File: config.mk
export PLATFORM = sky130hd
export DESIGN_NAME = cpu_bus_target
export DESIGN_NICKNAME = d
export VERILOG_FILES = /design/src/rtl/bus_target_pkg.sv /design/src/rtl/irq_timer.sv /design/src/rtl/cpu_bus_target.sv
export SDC_FILE = /design/constraint.sdc
export NUM_CORES = 1
export LEC_CHECK = 0
export BUFFER_PORTS_ARGS = -buffer_cell sky130_fd_sc_hd__buf_4
export CAP_MARGIN = 10
export CORE_ASPECT_RATIO = 0.9
export CORE_MARGIN = 1.5
export CORE_UTILIZATION = 45
export CTS_CLUSTER_DIAMETER = 50
export CTS_CLUSTER_SIZE = 30
export DETAILED_ROUTE_END_ITERATION = 16
export PLACE_DENSITY = 0.65
export SETUP_SLACK_MARGIN = 0.2
export SLEW_MARGIN = 5
export SYNTH_ARGS = -nofsm -noshare
export SYNTH_HDL_FRONTEND = slang
export SYNTH_SLANG_ARGS = --single-unit
File: constraint.sdc
create_clock -name CLK -period 4 [get_ports CLK]
set_clock_uncertainty 0.1 [all_clocks]
set_input_delay 0.4 -clock CLK [delete_from_list [all_inputs] [get_ports CLK]]
set_output_delay 0.4 -clock CLK [all_outputs]
set_load 0.01 [all_outputs]
File: src/rtl/bus_target_pkg.sv
// rtl/bus_target_pkg.sv - shared FSM state, register offsets and CTRL bit indices for cpu_bus_target
package bus_target_pkg;

    typedef enum logic [1:0] {
        ST_IDLE = 2'd0,
        ST_WAIT = 2'd1,
        ST_DONE = 2'd2
    } state_e;

    localparam logic [7:0] OFS_RELOAD = 8'h10;
    localparam logic [7:0] OFS_CTRL   = 8'h11;
    localparam logic [7:0] OFS_STATUS = 8'h12;
    localparam logic [7:0] OFS_COUNT  = 8'h13;

    localparam int CTRL_TMR_EN = 0;
    localparam int CTRL_IRQ_EN = 1;
    localparam int STATUS_PEND = 0;

endpackage

File: src/rtl/irq_timer.sv
// rtl/irq_timer.sv - interval timer with reload, sticky pending and registered IRQ (CPU_BUS_TARGET_TIMER_EN)
`ifdef CPU_BUS_TARGET_TIMER_EN
module irq_timer
    import bus_target_pkg::*;
(
    input  logic       clk_i,
    input  logic       rst_ni,
    input  logic       reload_we_i,
    input  logic       ctrl_we_i,
    input  logic       status_clr_i,
    input  logic [7:0] wdata_i,
    output logic [7:0] reload_o,
    output logic [7:0] ctrl_o,
    output logic [7:0] count_o,
    output logic       pending_o,
    output logic       irq_o
);

    logic [7:0] reload_q, reload_d;
    logic [1:0] ctrl_q, ctrl_d;
    logic [7:0] count_q, count_d;
    logic       pending_q, pending_d;
    logic       irq_q, irq_d;
    logic       expire;

    always_comb begin
        reload_d  = reload_q;
        ctrl_d    = ctrl_q;
        count_d   = count_q;
        expire    = ctrl_q[CTRL_TMR_EN] && (count_q == 8'h00);
        if (reload_we_i) begin
            reload_d = wdata_i;
        end
        if (ctrl_we_i) begin
            ctrl_d = wdata_i[1:0];
        end
        // A RELOAD write takes priority over the running count.
        if (reload_we_i) begin
            count_d = wdata_i;
        end else if (ctrl_q[CTRL_TMR_EN]) begin
            count_d = expire ? reload_q : count_q - 8'd1;
        end
        // Expiry beats a software clear landing on the same edge.
        pending_d = expire | (pending_q & ~status_clr_i);
        irq_d     = pending_q & ctrl_q[CTRL_IRQ_EN];
    end

    always_ff @(posedge clk_i or negedge rst_ni) begin
        if (!rst_ni) begin
            reload_q  <= 8'h00;
            ctrl_q    <= 2'b00;
            count_q   <= 8'h00;
            pending_q <= 1'b0;
            irq_q     <= 1'b0;
        end else begin
            reload_q  <= reload_d;
            ctrl_q    <= ctrl_d;
            count_q   <= count_d;
            pending_q <= pending_d;
            irq_q     <= irq_d;
        end
    end

    assign reload_o  = reload_q;
    assign ctrl_o    = {6'b000000, ctrl_q};
    assign count_o   = count_q;
    assign pending_o = pending_q;
    assign irq_o     = irq_q;

endmodule
`endif

File: src/rtl/cpu_bus_target.sv
// rtl/cpu_bus_target.sv - CPU bus responder: scratch RAM, wait-state FSM, optional timer (CPU_BUS_TARGET_TIMER_EN)
module cpu_bus_target
    import bus_target_pkg::*;
#(
    parameter logic [15:0] BASE_ADDR   = 16'hFE00,
    parameter int unsigned WAIT_STATES = 1
) (
    input  logic        CLK,
    input  logic        RST_N,
    input  logic [15:0] ADDRESS,
    input  logic        RW,
    input  logic [7:0]  WDATA,
    output logic [7:0]  RDATA,
    output logic        DRIVE,
    output logic        RDY,
    output logic        IRQ
);

    localparam logic [2:0] WS = WAIT_STATES[2:0];

    state_e     state_q, state_d;
    logic [7:0] ofs_q, ofs_d;
    logic       rw_q, rw_d;
    logic [7:0] wdata_q, wdata_d;
    logic [2:0] cnt_q, cnt_d;
    logic [7:0] rdata_q, rdata_d;
    logic [7:0] ram_q [16];
    logic       hit;
    logic       commit;
    logic [7:0] ofs_nxt;
    logic [7:0] rd_val;

    assign hit    = (ADDRESS[15:8] == BASE_ADDR[15:8]);
    assign commit = (state_q == ST_DONE) && !rw_q;
    // With zero wait states the read is captured on the same edge the offset is latched.
    assign ofs_nxt = (state_q == ST_IDLE) ? ADDRESS[7:0] : ofs_q;

`ifdef CPU_BUS_TARGET_TIMER_EN
    logic [7:0] tmr_reload;
    logic [7:0] tmr_ctrl;
    logic [7:0] tmr_count;
    logic       tmr_pending;

    irq_timer u_irq_timer (
        .clk_i        (CLK),
        .rst_ni       (RST_N),
        .reload_we_i  (commit && (ofs_q == OFS_RELOAD)),
        .ctrl_we_i    (commit && (ofs_q == OFS_CTRL)),
        .status_clr_i (commit && (ofs_q == OFS_STATUS) && wdata_q[STATUS_PEND]),
        .wdata_i      (wdata_q),
        .reload_o     (tmr_reload),
        .ctrl_o       (tmr_ctrl),
        .count_o      (tmr_count),
        .pending_o    (tmr_pending),
        .irq_o        (IRQ)
    );
`else
    assign IRQ = 1'b0;
`endif

    always_comb begin
        rd_val = 8'h00;
        if (ofs_nxt[7:4] == 4'h0) begin
            rd_val = ram_q[ofs_nxt[3:0]];
        end
`ifdef CPU_BUS_TARGET_TIMER_EN
        else if (ofs_nxt == OFS_RELOAD) begin
            rd_val = tmr_reload;
        end else if (ofs_nxt == OFS_CTRL) begin
            rd_val = tmr_ctrl;
        end else if (ofs_nxt == OFS_STATUS) begin
            rd_val = {7'b0000000, tmr_pending};
        end else if (ofs_nxt == OFS_COUNT) begin
            rd_val = tmr_count;
        end
`endif
    end

    always_comb begin
        state_d = state_q;
        ofs_d   = ofs_q;
        rw_d    = rw_q;
        wdata_d = wdata_q;
        cnt_d   = cnt_q;
        rdata_d = rdata_q;
        case (state_q)
            ST_IDLE: begin
                if (hit) begin
                    ofs_d   = ADDRESS[7:0];
                    rw_d    = RW;
                    wdata_d = WDATA;
                    if (WS == 3'd0) begin
                        state_d = ST_DONE;
                        rdata_d = rd_val;
                    end else begin
                        state_d = ST_WAIT;
                        cnt_d   = WS;
                    end
                end
            end
            ST_WAIT: begin
                cnt_d = cnt_q - 3'd1;
                if (cnt_q <= 3'd1) begin
                    state_d = ST_DONE;
                    rdata_d = rd_val;
                end
            end
            ST_DONE: state_d = ST_IDLE;
            default: state_d = ST_IDLE;
        endcase
    end

    always_ff @(posedge CLK or negedge RST_N) begin
        if (!RST_N) begin
            state_q <= ST_IDLE;
            ofs_q   <= 8'h00;
            rw_q    <= 1'b1;
            wdata_q <= 8'h00;
            cnt_q   <= 3'd0;
            rdata_q <= 8'h00;
        end else begin
            state_q <= state_d;
            ofs_q   <= ofs_d;
            rw_q    <= rw_d;
            wdata_q <= wdata_d;
            cnt_q   <= cnt_d;
            rdata_q <= rdata_d;
        end
    end

    // Scratch RAM has no reset; contents are undefined until written.
    always_ff @(posedge CLK) begin
        if (commit && (ofs_q[7:4] == 4'h0)) begin
            ram_q[ofs_q[3:0]] <= wdata_q;
        end
    end

    assign RDY   = !(((state_q == ST_IDLE) && hit) || (state_q == ST_WAIT));
    assign DRIVE = (state_q == ST_DONE) && rw_q;
    assign RDATA = DRIVE ? rdata_q : 8'h00;

endmodule
==> metrics.md <==
| Metric | Value |
|---|---|
| Ant. Diodes | `0` |
| First-pass GRT wire length | `22,400 um` |
| Slew HR | `25.8%` |
| Vias per std cell | `~5.8` |
| Cell area after synthesis | `6480 um2` |
| Worst slack, placed | `1.24 ns` |
| Largest net degree at the start of global routing | `37` |
| Initial antenna violation count | `0` |
| Commonest non-fill, non-tap cells in the layout | `128 x edfxtp_1, 71 x nand3_1, 46 x buf_4, 36 x o21ai_0, 29 x dfrtp_1` |
| Worst Setup Start Kind | `flop` |
| Layout cell share with drive strength beyond 1 | `24.5%` |
| Design area | `7590 um2` |
| Worst EP arrival | `2.75 ns` |
| I/O pins | `38` |
| CP Capture Type | `flop` |
| Final Max Tran Viols | `0` |
| Rows | `41` |
| Status | `complete, no violations` |
| Leakage Power | `0.00271 uW` |
| Power per cell area | `523 nW/um2` |
| Wire per inst | `21.5 um` |
| Fin worst setup slack | `~1.2 ns` |
| Setup tns final | `0 ns` |
| Commonest non-fill, non-tap cell in the layout | `edfxtp_1` |
| Max Root-Sink Buffers | `2` |
| Placer Congestion | `0.795` |
| Area after DPL | `6960 um2` |
| Clk_lat worst skew | `0.42 ns` |
| Core area | `14,100 um2` |
| DRC | `0` |
| Post-Layout Cell Count | `682` |
| Synth warn | `0` |
| CTS tree | `yes` |
| Slew @ Worst Pin | `1.11 ns` |
| Tmin final | `2.80 ns` |
| Worst Path Max Fanout | `8` |
| Vias in the first global route | `3,884` |
| Post-Synthesis Cells | `434` |
| Clk sinks | `approximately 160` |
| Post-DRT Antenna Nets | `0` |
| Worst EP required | `3.95 ns` |
| CP Class | `flop to flop` |
| Worst-path clk slew | `0.06 ns` |
| Grt ovf | `0` |
| Port Buffers | `36` |
| DR vias | `3,932` |
| CTS H-tree depth | `4` |
| All-Layer GR Usage | `21.0%` |
| Post-Syn Nets | `463` |
| DP HPWL | `9060 um` |
| Yosys top cell area share | `59.3%` |
| Cell Count Post-Placement | `649` |
| CTS buffer count | `17` |
| Die width | `129 um` |
| Fmax achieved | `357 MHz` |
| Worst vdd ir | `between 0.2 and 0.25 mV` |
| Net count, final | `between 500 and 600` |
| Synth-to-layout area growth | `17.2%` |
| Hold Path Class | `primary input to flop` |
| Final setup viols | `0` |
| Seq/Total Area, Yosys | `70.9%` |
| Area contributors post-synth | `edfxtp_1 59%, dfrtp_1 11%, nand3_1 5.5%` |
| Max Cap Viol | `0` |
| Yosys cell types | `44` |
| Post-CTS sizing | `0` |
| Tcrit/Tclk final | `70.0%` |
| Final hold violation count | `0` |
| Die area | `15,100 um2` |
| Yosys reg bits | `158` |
| Post-Route WL | `14,700 um` |
| DR pass1 iterations | `5` |
| Yosys top cell by area | `edfxtp_1` |
| Initial drt markers | `470` |
| Initial Utilization | `46.1%` |
| Die Ht | `117 um` |
| Root Buffer Master | `clkbuf_16` |
| RSZ-0062 raised after global routing | `no` |
| Average size of a mapped cell | `14.9 um2` |
[cell type report]
type                    count  area, um2
well taps                 193        241
clock inverters            15        195
inverters                   3       11.3
clock buffers              17        425
fillers                  1159       6460
multi-input cells         249       1770
flip-flops and latches    158       4600
repair buffers             47        355
[sequential cells by signal, indices dropped and copies added, names as in the netlist]
name and cells:
rdata_q 8, state_q 2, rw_q 1, ram_q 128, ofs_q 8, cnt_q 3
wdata_q 8
[per-layer routing]
layer / global-route usage [%] / share of wire, % / vias up
met5: 0 / 0 / -
met3: 4.18 / 6.5 / 28
met2: 33.2 / 48 / 174
li1: - / - / 1773
met4: 10.6 / 3.0 / 0
met1: 28.2 / 43 / 1957
[Yosys cell counts, drive strengths merged]
cell    count
edfxtp    128
a21oi       1
mux2       17
a31oi       9
o21a        1
nand2b     14
nor2       16
nand2       9
nand3      71
or4b        2
and3b       1
and2        8
xor2        1
ha          2
a21o        1
o21ai      39
nor4        2
buf        11
dfrtp      29
o31ai       2
nand4b      2
or4         1
mux4       14
o21bai      1
a22oi       6
or3b        2
nand3b      2
conb        1
nand4      12
inv         3
and4bb      1
nor3        5
nor3b       2
dfstp       1
mux2i       3
nor2b       1
clkbuf     13
[final timing paths]
check                                  startpoint  cells past startpoint  slack (ns)                     end
setup / recovery             ofs_q[4]$_DFFE_PN0P_                      4        1.20   ram_q[8][0]$_DFFE_PP_
setup reg to reg             ofs_q[4]$_DFFE_PN0P_                      4        1.20   ram_q[8][0]$_DFFE_PP_
hold / removal                         ADDRESS[3]                      2        0.10    ofs_q[3]$_DFFE_PN0P_
hold reg to reg            rdata_q[7]$_DFFE_PN0P_                      2        0.39  rdata_q[7]$_DFFE_PN0P_
max in group asynchronous                   RST_N                      2        3.10        rw_q$_DFFE_PN1P_
min in group asynchronous                   RST_N                      2        0.36  wdata_q[1]$_DFFE_PN0P_
[power breakdown]
| group | leakage [uW] | switching (uW) | internal, uW |
|---|---|---|---|
| sequential | 0.00157 | 98.5 | 1860 |
| clock | 0.000304 | 648 | 1040 |
| combinational | 0.000838 | 169 | 151 |
[repair_timing]
action / 4_1_cts / 5_1_grt
hold buffers: 1 / 0
hold endpoints to repair: 29 / 0
setup buffers: 0 / 0
[kinds of logic after synthesis]
kind of cell | after synthesis | share of synthesized area, %
flops | 158 | 70.9
other cells | 1 | 0.0579
mux | 34 | 8.40
xor+xnor | 1 | 0.135
compound gates | 60 | 5.41
buf+inv | 27 | 1.91
fa+ha+maj | 2 | 0.386
simple gates | 151 | 12.8
[worst max-delay path, cell delays in order, from the launching register on]
cell	delay, ns
dfrtp_1	0.38
nor4_1	0.50
and4bb_2	0.35
or3b_2	0.52
nor2_1	0.57
[per-stage QoR]
stage	util, %	total power [uW]	hold WS [ns]
floorplan	-	2180	0.00441
detailed placement	49.5	2310	0.275
global placement	49.5	2290	0.268
global route	54.0	4100	0.0909
finish	54.0	3970	0.105
CTS	54.0	3980	0.0878
Note: power is estimated with default switching activity, not from simulation.
